$ cat config.mk
export PLATFORM = sky130hd
export DESIGN_NAME = ncu_mcu_dn_sched
export DESIGN_NICKNAME = d
export VERILOG_FILES = /design/src/rtl/ncu_mcu_dn_pkg.sv /design/src/rtl/ncu_mcu_dn_sched_rr_arb.sv /design/src/rtl/ncu_mcu_dn_sched.sv
export SDC_FILE = /design/constraint.sdc
export NUM_CORES = 1
export LEC_CHECK = 0
export ABC_AREA = 1
export BUFFER_PORTS_ARGS = -buffer_cell sky130_fd_sc_hd__buf_4
export CORE_UTILIZATION = 50
export CTS_BUF_LIST = sky130_fd_sc_hd__clkbuf_2 sky130_fd_sc_hd__clkbuf_4 sky130_fd_sc_hd__clkbuf_8
export DETAILED_ROUTE_END_ITERATION = 10
export PLACE_DENSITY = 0.8
export SLEW_MARGIN = 0
export SYNTH_ARGS = -nofsm -noshare
export SYNTH_HDL_FRONTEND = slang
export SYNTH_SLANG_ARGS = --single-unit
export TNS_END_PERCENT = 50
$ cat constraint.sdc
create_clock -name iol2clk -period 2.7 [get_ports iol2clk]
set_input_delay 0.27 -clock iol2clk [delete_from_list [all_inputs] [get_ports iol2clk]]
set_output_delay 0.27 -clock iol2clk [all_outputs]
set_load 0.005 [all_outputs]
$ cat src/rtl/ncu_mcu_dn_pkg.sv
// ncu_mcu_dn_pkg
// Shared types for the NCU->MCU downstream packet scheduler.
//   dn_state_e       scheduler FSM state encoding
//   mcu_idx_t        2-bit destination MCU index
//   PKT_NIB_DEFAULT  default payload nibbles per packet
// Build option: NCU_MCU_DN_PARITY_EN adds the PAR state (parity nibble after payload).
package ncu_mcu_dn_pkg;

  localparam int PKT_NIB_DEFAULT = 16;

  typedef logic [1:0] mcu_idx_t;

`ifdef NCU_MCU_DN_PARITY_EN
  typedef enum logic [1:0] {
    ST_IDLE = 2'd0,
    ST_SEND = 2'd1,
    ST_PAR  = 2'd2,
    ST_GAP  = 2'd3
  } dn_state_e;
`else
  typedef enum logic [1:0] {
    ST_IDLE = 2'd0,
    ST_SEND = 2'd1,
    ST_GAP  = 2'd3
  } dn_state_e;
`endif

endpackage

$ cat src/rtl/ncu_mcu_dn_sched_rr_arb.sv
// ncu_mcu_dn_rr_arb
// Two-way round-robin arbiter for the downstream scheduler.
// Ports:
//   clk, rst   clock and asynchronous active-high reset
//   eligible   per-requester eligibility (bit0 = req0, bit1 = req1)
//   advance    grant is being taken this cycle; pointer may move
//   grant      one-hot grant (or zero when nothing is eligible)
// The pointer selects the winner only under contention and after any grant
// it points at the requester that lost (or was not granted).
module ncu_mcu_dn_rr_arb (
  input  logic       clk,
  input  logic       rst,
  input  logic [1:0] eligible,
  input  logic       advance,
  output logic [1:0] grant
);

  // ptr_q = 0 favours req0, 1 favours req1
  logic ptr_q, ptr_d;

  always_comb begin
    grant = 2'b00;
    case (eligible)
      2'b01:   grant = 2'b01;
      2'b10:   grant = 2'b10;
      2'b11:   grant = ptr_q ? 2'b10 : 2'b01;
      default: grant = 2'b00;
    endcase
  end

  // granting req0 points at req1 and vice versa
  always_comb begin
    ptr_d = ptr_q;
    if (advance && (grant != 2'b00)) ptr_d = grant[0];
  end

  always_ff @(posedge clk or posedge rst) begin
    if (rst) ptr_q <= 1'b0;
    else     ptr_q <= ptr_d;
  end

endmodule

$ cat src/rtl/ncu_mcu_dn_sched.sv
// ncu_mcu_dn_sched
// Schedules CSR (req0) and PIO (req1) packets onto four nibble-wide MCU links.
// A granted packet is latched and sent LSB nibble first on the chosen MCU,
// followed by one idle gap cycle.
// Ports:
//   iol2clk, rst                     clock, asynchronous active-high reset
//   reqN_vld/_mcu/_data, reqN_gnt    requester handshake (N = 0 CSR, 1 PIO)
//   ncu_mcuK_vld/_data               downstream nibble stream per MCU K
//   mcuK_ncu_stall                   MCU K cannot take a new packet
//   busy                             scheduler not in IDLE
// Build option: NCU_MCU_DN_PARITY_EN appends an XOR parity nibble (PAR state).
//
// state   | meaning
// --------+--------------------------------------------------------
// IDLE    | arbitrate eligible requesters; grant latches packet
// SEND    | drive one payload nibble per cycle to selected MCU
// PAR     | drive XOR of all payload nibbles (parity build only)
// GAP     | one cycle with all vld low, then back to IDLE
module ncu_mcu_dn_sched
  import ncu_mcu_dn_pkg::*;
#(
  parameter int PKT_NIB = PKT_NIB_DEFAULT
) (
  input  logic                 iol2clk,
  input  logic                 rst,
  input  logic                 req0_vld,
  input  logic [1:0]           req0_mcu,
  input  logic [4*PKT_NIB-1:0] req0_data,
  output logic                 req0_gnt,
  input  logic                 req1_vld,
  input  logic [1:0]           req1_mcu,
  input  logic [4*PKT_NIB-1:0] req1_data,
  output logic                 req1_gnt,
  output logic                 ncu_mcu0_vld,
  output logic [3:0]           ncu_mcu0_data,
  output logic                 ncu_mcu1_vld,
  output logic [3:0]           ncu_mcu1_data,
  output logic                 ncu_mcu2_vld,
  output logic [3:0]           ncu_mcu2_data,
  output logic                 ncu_mcu3_vld,
  output logic [3:0]           ncu_mcu3_data,
  input  logic                 mcu0_ncu_stall,
  input  logic                 mcu1_ncu_stall,
  input  logic                 mcu2_ncu_stall,
  input  logic                 mcu3_ncu_stall,
  output logic                 busy
);

  localparam int CW = $clog2(PKT_NIB + 1);
  localparam int PW = 4 * PKT_NIB;

  dn_state_e         state_q, state_d;
  logic [CW-1:0]     cnt_q, cnt_d;
  mcu_idx_t          mcu_q, mcu_d;
  logic [PW-1:0]     pay_q, pay_d;
`ifdef NCU_MCU_DN_PARITY_EN
  logic [3:0]        par_q, par_d;
`endif

  logic [3:0] stall_v;
  logic [1:0] elig;
  logic [1:0] grant;
  logic       idle;
  logic       tx_vld;
  logic [3:0] tx_nib;
  logic [3:0] dn_vld;
  logic [3:0] dn_data [4];

  assign stall_v = {mcu3_ncu_stall, mcu2_ncu_stall, mcu1_ncu_stall, mcu0_ncu_stall};
  assign idle    = (state_q == ST_IDLE);

  // rst gating keeps gnt low while reset is held (FSM is already in IDLE then)
  assign elig[0] = idle & ~rst & req0_vld & ~stall_v[req0_mcu];
  assign elig[1] = idle & ~rst & req1_vld & ~stall_v[req1_mcu];

  ncu_mcu_dn_rr_arb u_arb (
    .clk      (iol2clk),
    .rst      (rst),
    .eligible (elig),
    .advance  (idle),
    .grant    (grant)
  );

  assign req0_gnt = grant[0];
  assign req1_gnt = grant[1];
  assign busy     = ~idle;

  always_comb begin
    state_d = state_q;
    cnt_d   = cnt_q;
    mcu_d   = mcu_q;
    pay_d   = pay_q;
`ifdef NCU_MCU_DN_PARITY_EN
    par_d   = par_q;
`endif
    case (state_q)
      ST_IDLE: begin
        if (grant[0]) begin
          mcu_d   = req0_mcu;
          pay_d   = req0_data;
          cnt_d   = CW'(PKT_NIB - 1);
          state_d = ST_SEND;
`ifdef NCU_MCU_DN_PARITY_EN
          par_d   = 4'h0;
`endif
        end else if (grant[1]) begin
          mcu_d   = req1_mcu;
          pay_d   = req1_data;
          cnt_d   = CW'(PKT_NIB - 1);
          state_d = ST_SEND;
`ifdef NCU_MCU_DN_PARITY_EN
          par_d   = 4'h0;
`endif
        end
      end
      ST_SEND: begin
        // payload shifts down so the current nibble is always pay_q[3:0]
        pay_d = pay_q >> 4;
`ifdef NCU_MCU_DN_PARITY_EN
        par_d = par_q ^ pay_q[3:0];
`endif
        if (cnt_q == '0) begin
`ifdef NCU_MCU_DN_PARITY_EN
          state_d = ST_PAR;
`else
          state_d = ST_GAP;
`endif
        end else begin
          cnt_d = cnt_q - 1'b1;
        end
      end
`ifdef NCU_MCU_DN_PARITY_EN
      ST_PAR:  state_d = ST_GAP;
`endif
      ST_GAP:  state_d = ST_IDLE;
      default: state_d = ST_IDLE;
    endcase
  end

  always_ff @(posedge iol2clk or posedge rst) begin
    if (rst) begin
      state_q <= ST_IDLE;
      cnt_q   <= '0;
      mcu_q   <= '0;
      pay_q   <= '0;
`ifdef NCU_MCU_DN_PARITY_EN
      par_q   <= 4'h0;
`endif
    end else begin
      state_q <= state_d;
      cnt_q   <= cnt_d;
      mcu_q   <= mcu_d;
      pay_q   <= pay_d;
`ifdef NCU_MCU_DN_PARITY_EN
      par_q   <= par_d;
`endif
    end
  end

  // outputs decode from registered state only, so reset drops vld at once
  always_comb begin
    tx_vld = 1'b0;
    tx_nib = 4'h0;
    if (state_q == ST_SEND) begin
      tx_vld = 1'b1;
      tx_nib = pay_q[3:0];
    end
`ifdef NCU_MCU_DN_PARITY_EN
    if (state_q == ST_PAR) begin
      tx_vld = 1'b1;
      tx_nib = par_q;
    end
`endif
  end

  for (genvar k = 0; k < 4; k++) begin : g_dn
    assign dn_vld[k]  = tx_vld & (mcu_q == mcu_idx_t'(k));
    assign dn_data[k] = dn_vld[k] ? tx_nib : 4'h0;
  end

  assign ncu_mcu0_vld  = dn_vld[0];
  assign ncu_mcu1_vld  = dn_vld[1];
  assign ncu_mcu2_vld  = dn_vld[2];
  assign ncu_mcu3_vld  = dn_vld[3];
  assign ncu_mcu0_data = dn_data[0];
  assign ncu_mcu1_data = dn_data[1];
  assign ncu_mcu2_data = dn_data[2];
  assign ncu_mcu3_data = dn_data[3];

endmodule

=== After elaboration in Yosys (flattened, before gate mapping) ===
Index checks and enable logic that the tools add are counted.

* RAM bits: 0
* Register bits after elaboration: 74
* Output and inout port bits: 23
* Memories kept: 0
* Latch bits: 0
* Logic and storage cells: 66
* Bits in read-only memories: 0
* Input bits: 140

* Shift-type cells: 0
* $lt $le $gt $ge: 2
* Muxes and demuxes: 25
* Multiply operators: 0
* Bitwise operators: 13
* Reductions and logical operators: 10
* Eq/ne operators: 10
* Divide/modulo/power cells: 0
* Add/subtract/negate cells: 1

{| class="wikitable"
|+ Operator list
! operator !! number
|-
| 64-bit 2-to-1 mux || 2
|-
| 64-bit case mux with 2 select lines || 1
|-
| 4-bit 2-to-1 mux || 5
|-
| 5-bit 2-to-1 mux || 3
|-
| 2-bit 2-to-1 mux || 6
|-
| 5-bit case mux with 2 select lines || 1
|-
| 1-bit AND || 9
|-
| 2-bit equality test (second input constant) || 4
|-
| 2-bit by 1-bit equality test with 1-bit output (second input constant) || 3
|-
| 2-bit by 3-bit less-than comparator with 1-bit output (second input constant) || 2
|-
| 2-bit case mux with 3 select lines || 1
|-
| 2-bit AND reduction || 3
|-
| 5-bit logical NOT || 1
|-
| 5-bit by 1-bit subtractor with 5-bit output (second input constant) || 1
|-
| 1-bit binary-select mux with 2-bit select || 2
|-
| 2-bit logical NOT || 2
|-
| 2-bit != test (second input constant) || 2
|-
| 1-bit inverter || 4
|-
| 2-bit case mux with 2 select lines || 1
|-
| 2-bit nonzero test || 2
|-
| 1-bit 2-to-1 mux || 3
|-
| 3-bit by 1-bit != test with 1-bit output (second input constant) || 1
|-
| 3-bit AND reduction || 1
|-
| 1-bit logical AND || 1
|}

=== Logic depth before layout (Yosys ltp) ===
Gate-level depths: netlist of run 1.

* Depth in word-level cells: 9
* Mapped depth: 11

=== Cells and area by module ===
From an unflattened synthesis of run 1, not the netlist that was laid out.

* Cell total of the unflattened synthesis: 655
* Area, all modules: 4306.6 um2

{| class="wikitable"
|+ By module, submodules not included
! module !! cells an instance !! area each (um2) !! times used !! sequential area each (um2)
|-
| ncu_mcu_dn_sched || 646 || 4242.8 || 1 || 1826.8
|-
| ncu_mcu_dn_rr_arb || 9 || 63.8 || 1 || 25.0
|}

=== Least setup slack after synthesis of run 1 ===
No wires, ideal clock.

* Path type: in2reg
* From: input rst
* To: register pay_q[10]
* Required time: 2.635 ns
* Stages: 10
* Path slack: 0.344 ns
* Arrival: 2.291 ns
* Setup time: 0.065 ns
* Path through: inv_2 > nand4_1 > nand3b_1 > nand2_2 > inv_2 > buf_6 > buf_6 > nand2_1 > nand2_1 > nand2_1

* Cells in the longest elaborated chain, start to end: 8
* Elaborated cells between the ends (all ways): 14

{| class="wikitable"
|+ Ends and longest elaborated chain
! element !! line !! text
|-
| start, declared || ncu_mcu_dn_sched.sv:25 || <nowiki>input logic rst,</nowiki>
|-
| 1-bit inverter (*) || ncu_mcu_dn_sched.sv:73, ncu_mcu_dn_sched.sv:74 ||
|-
| 1-bit AND (*) || ncu_mcu_dn_sched.sv:73, ncu_mcu_dn_sched.sv:74 ||
|-
| 1-bit AND (on tied branches) (2 in a row) || ncu_mcu_dn_sched.sv:73, ncu_mcu_dn_sched.sv:74 ||
|-
| 2-bit equality test or 2-bit by 1-bit equality test with 1-bit output (tied branches) || ncu_mcu_dn_sched_rr_arb.sv:23 || <nowiki>case (eligible)</nowiki>
|-
| 2-bit case mux with 3 select lines (*) || ncu_mcu_dn_sched_rr_arb.sv:23 ||
|-
| 64-bit 2-to-1 mux or 3-bit by 1-bit != test with 1-bit output (tied branches) || n/a ||
|-
| 64-bit case mux with 2 select lines or 2-bit AND reduction (tied branches) || n/a ||
|-
| end signal, assigned || ncu_mcu_dn_sched.sv:153 || <nowiki>pay_q <= pay_d;</nowiki>
|-
| end, declared || ncu_mcu_dn_sched.sv:55 || <nowiki>logic [PW-1:0] pay_q, pay_d;</nowiki>
|}

Every way passes the cells marked *; elsewhere a longest branch is shown, timed or not.
A chain may end at the register's enable or synchronous reset.

=== Final worst setup path of run 1 ===
* From: register state_q[0]
* To: output req0_gnt

* Cells in the longest elaborated chain, start to end: 6
* Elaborated cells between the ends (all ways): 10

{| class="wikitable"
|+ Ends and longest elaborated chain
! element !! line !! text
|-
| start, declared || ncu_mcu_dn_sched.sv:52 || <nowiki>dn_state_e state_q, state_d;</nowiki>
|-
| start signal, assigned || ncu_mcu_dn_sched.sv:150 || <nowiki>state_q <= state_d;</nowiki>
|-
| 2-bit logical NOT (*) || ncu_mcu_dn_sched.sv:70 || <nowiki>assign idle = (state_q == ST_IDLE);</nowiki>
|-
| 1-bit AND (*) || ncu_mcu_dn_sched.sv:73, ncu_mcu_dn_sched.sv:74 ||
|-
| 1-bit AND (on tied branches) (2 in a row) || ncu_mcu_dn_sched.sv:73, ncu_mcu_dn_sched.sv:74 ||
|-
| 2-bit equality test or 2-bit by 1-bit equality test with 1-bit output (tied branches) || ncu_mcu_dn_sched_rr_arb.sv:23 ||
|-
| 2-bit case mux with 3 select lines (*) || ncu_mcu_dn_sched_rr_arb.sv:23 ||
|-
| end, declared || ncu_mcu_dn_sched.sv:29 || <nowiki>output logic req0_gnt,</nowiki>
|}

Marked as above.

==> results of run 1 <==
## synthesized netlist by cell type (all sizes together)
cell    instances  area [µm²]
a21oi           1        5.00
buf            26         141
clkbuf         19        71.3
dfrtp          74        1850
ha              2        25.0
inv            36         135
nand2         367        1380
nand3         129         646
nand3b          1        7.51
nand4           2        18.8
nor2           59         236
nor3            5        30.0
nor4            1        6.26
o21ai           7        35.0
xnor2           2        17.5
xor2            1        8.76
## per-stage QoR
stage / instances / power, µW / setup slack [ps]
3_5_place_dp: 969 / 4530 / 693
4_1_cts: 985 / 5340 / 588
6_report: 985 / 5300 / 607
5_1_grt: 985 / 5840 / 432
2_1_floorplan: 732 / 3740 / 344
3_3_place_gp: 969 / 4420 / 801
## sequential cells by signal, summed over array words and instances, names as in the netlist
signal / cells
pay_q: 64
cnt_q: 5
mcu_q: 2
state_q: 2
u_arb.ptr_q: 1
## path summary, 6_finish.rpt
kind | cells after the start | start | to
min in group asynchronous | 3 | rst | pay_q[58]
worst min-delay path | 3 | req0_data[63] | pay_q[63]
max in group asynchronous | 3 | rst | pay_q[29]
worst min register to register | 2 | pay_q[24] | pay_q[24]
worst max-delay path | 7 | state_q[0] | req0_gnt
worst max register to register | 10 | state_q[0] | pay_q[14]
## critical path, delay by kind of cell (launching register included)
kind / cells / cell delay (ps)
buf+inv: 3 / 390
flops: 1 / 390
simple gates: 4 / 720
## cell families after synthesis
group | Yosys count
and+or+nand+nor | 564
buffers and inverters | 81
DFF | 74
AOI/OAI and AO/OA | 8
xor gates and xnor gates | 3
adders and majority gates | 2
## final cells by class
class / instances / area, µm² / share of cell area
Clock inverter: 4 / 26.3 / 0.00434
Sequential cell: 74 / 1850 / 0.306
Multi-Input combinational cell: 577 / 2420 / 0.400
Clock buffer: 12 / 159 / 0.0263
Timing Repair Buffer: 174 / 1320 / 0.218
Tap cell: 108 / 135 / 0.0223
Inverter: 36 / 136 / 0.0225
## metal layers
layer  vias up  share of wire
li1       2555              -
met1      2253           0.44
met2       138           0.49
met3        24          0.045
met4         0          0.019
met5         -              0
## power groups by stage
stage / clock network [µW] / registers, µW / logic [µW]
6_report: 796 / 1870 / 2630
4_1_cts: 810 / 1870 / 2650
5_1_grt: 863 / 1930 / 3050
2_1_floorplan: 0 / 1820 / 1920
3_5_place_dp: 0 / 1890 / 2630
3_3_place_gp: 0 / 1870 / 2540
==> reports/results.ini, run 1 <==
[final_layout]
final_nets=1014
diodes=0
n_fill_cell=788
layout_common_cells=nand2_1, buf_4, nand3_1
syn_to_final_growth_pct=31.0
drive_gt1_frac=0.231
finish.instance_area_mm2=0.00605
final_util=0.684
layout_commonest_cell=nand2_1

[synth]
synth-simple-area-share=0.504
synth_area_mm2=0.00462
ys_warn_count=0
synthesis.nets=874
muxShareOfSynthArea=0
ys_ff_latch=74
syn-instance-count=732
seq_area_frac_synth=0.401
synth_top_family_by_area=simple AND/OR/NAND/NOR gates
synth_cell_types=24
synth-adder-area-share=0.00542
synth.avg_cell_area_um2=6.31
synth-xor-area-share=0.00569
synth_compound_area_frac=0.00867

[floorplan]
core_area_mm2=0.00885
die_h_um=98.1
ios=163
die_w_um=98.1
rows=34
initial_core_util=0.522
die_area_mm2=0.00962

[power_and_ir_drop]
power_frac_seq=0.354
p_per_area_mw_per_mm2=877
netSwitchingFraction=0.428
p_switching_uw=2270
p_clk_frac=0.150
p_comb_frac=0.496
p_int_uw=3030
vdd_drop_max_mv=0.504
power.leakage_uw=0.00345

[sta]
drv_slew=0
rsz0062_at_grt=no
holdWs_ps=199
tightest_slew_ps=903
fmax_mhz=478
min_period_over_period=0.775
fin_crit_ps=2090
finalHoldViolations=0
fin_worst_skew_ps=15.1
finalSetupViolations=0
slew_headroom=0.398
setup_tns_ps=0

[clock_network]
post_cts_buffers=0
postCtsHoldBufs=0
clk_pin_slew_ps=80
insertion_delay_ps=330
clock_sinks=74
cts_tree=yes
ctsResizeCount=0
cts-buffers-inserted=9
cts.path.max_buffers=2
h-tree-depth=3
cts_root_buf=clkbuf_8

[critical_path]
slowest_stage=dfrtp_1
crit_fanout=18
worstSetupPathType=reg -> out
end_kind=output pin
reg2reg_setup_slack_ps=750
path_cells=inv_2 > nand2_1 > nor3_2 > nand4_2 > nand2_2 > inv_1 > buf_4
crit_arrival_ps=1820
worst-endpoint-required_ps=2430
cp_slowest_stage_delay_ps=390
timing.critical_path.from_type=flip-flop

[hold_path]
hp-class=in -> reg

[run]
cap_viol_max_count=0

[run_status]
status=finished with violations
violations=design-rule violations

[routing]
drt_iter0_markers=245
dr.pass1.iters=7
wl_mm=12.2
drc=14
antenna_left=0
viasPerCell=5.05
vias=4970
routedWlPerCell_um=12.4

[global_routing]
grt_pass1_vias=4752
track_usage=0.265
met3_usage=0.0336
grt_use_met2=0.454
grt_pass1_wl_mm=21.0
antenna_found_initial=0
grt_remaining_overflow=0
met1_usage=0.345
busiest_layer=met2
grt_max_degree=80

[placement]
dp_hpwl_mm=8.88
placement.io_buffers=162
gp_congestion=0.935
placed_area_mm2=0.00586

(Power assumes the default switching activity.)
==> run 2: changes to the inputs <==
--- a/config.mk
+++ b/config.mk
@@ -5,7 +5,7 @@
 export SDC_FILE = /design/constraint.sdc
 export NUM_CORES = 1
 export LEC_CHECK = 0
-export ABC_AREA = 1
+export ABC_AREA = 0
 export BUFFER_PORTS_ARGS = -buffer_cell sky130_fd_sc_hd__buf_4
 export CORE_UTILIZATION = 50
 export CTS_BUF_LIST = sky130_fd_sc_hd__clkbuf_2 sky130_fd_sc_hd__clkbuf_4 sky130_fd_sc_hd__clkbuf_8
==> constraint.sdc (replaced) <==
create_clock -name iol2clk -period 2.2 [get_ports iol2clk]
set_input_delay 0.22 -clock iol2clk [delete_from_list [all_inputs] [get_ports iol2clk]]
set_output_delay 0.22 -clock iol2clk [all_outputs]
set_load 0.005 [all_outputs]
==> run 2 against run 1 <==
  * The run still ends with design-rule violations left
  * Clock power rose by 23%
  * Critical path depth fell by 2
  * Hold slack got worse by 57 ps
  * First-iteration DRC count rose by 4.5%
  * Clock skew rose by 0.54 ps
  * Die area barely moved
  * Sequential power rose by 24%
  * Sequential share of layout area fell by 1.8 points
  * Highest routed layer unchanged
==> reports/results.ini, run 2 <==
[critical_path]
reg2reg_depth=5
timing.critical_path.from_type=flip-flop
slowest_stage=or4b_4
crit_cells=5
end_kind=output pin
worstSetupPathType=reg -> out
crit_fanout=22
path_cells=or4b_4 > or2_4 > buf_12 > nor2_4 > buf_6
reg2reg_from=state_q[0]
critPathBufInv=2
worstSetupEndpoint=req0_gnt
r2r-end=pay_q[0]
crit_family=simple AND/OR/NAND/NOR gates
cp_slowest_stage_delay_ps=530
worst-endpoint-required_ps=1980
crit_arrival_ps=1960
startpoint=state_q[0]
reg2reg_setup_slack_ps=30

[clock_network]
h-tree-depth=3
cts.path.max_buffers=2
cts_root_buf=clkbuf_8
cts-buffers-inserted=9
cts_tree=yes
insertion_delay_ps=360
clk_pin_slew_ps=80
clock_sinks=74

[final_layout]
syn_to_final_growth_pct=39.1
drive_gt1_frac=0.332
diodes=0
n_fill_cell=641
top_regs=pay_q (64), cnt_q (5)
final_util=0.729
layout_commonest_cell=buf_4
top_register=pay_q
largest_reg_flops=64
final_nets=812
layout_common_cells=buf_4, dfrtp_1, nor2_1

[power_and_ir_drop]
p_switching_uw=2570
p_comb_frac=0.512
vdd_drop_max_mv=0.629
p_int_uw=4170
power.leakage_uw=0.00323
p_per_area_mw_per_mm2=1050
p_clk_frac=0.146
power_frac_seq=0.342
netSwitchingFraction=0.381

[floorplan]
rows=34
die_h_um=98.0
initial_core_util=0.524
die_w_um=98.0
core_area_mm2=0.00881
die_area_mm2=0.00961
ios=163

[routing]
drt_iter0_markers=256
drc=13
vias=4814
wl_mm=14.3
routedWlPerCell_um=18.3
viasPerCell=6.16
antenna_left=0
dr.pass1.iters=9

[synth]
yosysMostFrequentCell=dfrtp_1
synth_area_leader_cell=dfrtp_1
synth_top_area_frac=0.402
synthArstFlopShare=1.00
ys_ff_latch=74
synth_flop_cell=dfrtp_1
synthesis.nets=661
synth.avg_cell_area_um2=8.89
syn-instance-count=519
ys_top_cells_by_count=dfrtp_1, nor2_1, o21ai_0
ys_warn_count=0
seq_area_frac_synth=0.402
synth_edf_count=0
synth_cell_types=34
synthTopCellsByArea=dfrtp_1, a32o_1, a21o_1
synth_area_mm2=0.00461

[run_status]
status=finished with violations
violations=design-rule violations

[global_routing]
track_usage=0.289
met3_usage=0.0458
grt_pass1_vias=4688
grt_max_degree=84
met1_usage=0.363
grt_remaining_overflow=0
antenna_found_initial=0
busiest_layer=met2
grt_use_met2=0.485
grt_pass1_wl_mm=22.1

[hold_path]
hp-class=in -> reg

[sta]
min_period_over_period=0.992
fin_crit_ps=2180
finalHoldViolations=0
finalSetupViolations=0
rsz0062_at_grt=yes
drv_slew=0
slew_headroom=0.620
fmax_mhz=458
fin_worst_skew_ps=15.7
holdWs_ps=143
tightest_slew_ps=570

[placement]
placement.io_buffers=162
gp_congestion=0.791
dp_hpwl_mm=8.89

[run]
cap_viol_max_count=0

[run 2: how the worst min path moves through the flow]
| stage | to | slack (ps) | startpoint | cells after the start |
|---|---|---|---|---|
| floorplan | pay_q[43] | 380 | req0_data[43] | 2 |
| global placement | state_q[1] | 300 | rst | 2 |
| detailed placement | state_q[0] | 310 | rst | 2 |
| CTS | pay_q[62] | 130 | req0_data[62] | 3 |
| global route | pay_q[62] | 140 | req0_data[62] | 3 |
| finish | pay_q[62] | 140 | req0_data[62] | 3 |
[run 2: logic make-up after synthesis]
| family | Yosys count | share of synthesized area |
|---|---|---|
| compound gates | 202 | 0.320 |
| simple gates | 175 | 0.198 |
| flops | 74 | 0.402 |
| buf+inv | 61 | 0.0602 |
| xor+xnor | 3 | 0.00570 |
| mux | 2 | 0.00977 |
| fa+ha+maj | 2 | 0.00543 |
[run 2: area by class of cell]
type,count,area (µm²),area share
inverters,5,20.0,0.00312
flip-flops and latches,74,1850,0.289
multi-input cells,384,2530,0.395
well taps,108,135,0.0211
repair buffers,196,1700,0.265
clock buffers,12,159,0.0248
clock inverters,3,15.0,0.00234
[run 2: repair_timing]
action,CTS,global route
hold endpoints to repair,30,0
setup buffers,5,3
endpoints found under the setup margin,47,51
gates cloned,3,2
pin swaps,3,1
gates resized for setup,3,6
hold buffers,1,0
[run 2: per-stage QoR]
stage	cell area (µm²)	power, µW	TNS [ps]	std cells	setup WS [ps]
after global placement	5990	5480	0	753	11.6
after global routing	6420	7180	-59.7	782	-23.6
final	6420	6740	0	782	18.4
after floorplan	4610	4500	-17.9	519	-1.13
after detailed placement	5990	5640	-769	753	-51.5
after CTS	6320	6680	0	777	0.272
[run 2: metal layers]
layer  vias to the layer above  routed length, µm
met5                         -                  0
met4                         0                487
met3                        42                842
met2                       200               7170
met1                      2339               5840
li1                       2233                  -
[run 2: power by group through the flow]
stage	Combinational [µW]	Sequential [µW]	Clock, µW
3_3_place_gp	3210	2270	0
2_1_floorplan	2320	2180	0
5_1_grt	3770	2360	1050
6_report	3450	2310	982
3_5_place_dp	3330	2310	0
4_1_cts	3400	2280	999
[run 2: worst min-delay path, delay by kind of cell]
family                 cells  cell delay (ps)
buffers and inverters      1              110
AOI/OAI and AO/OA          1               80
and+or+nand+nor            1               50
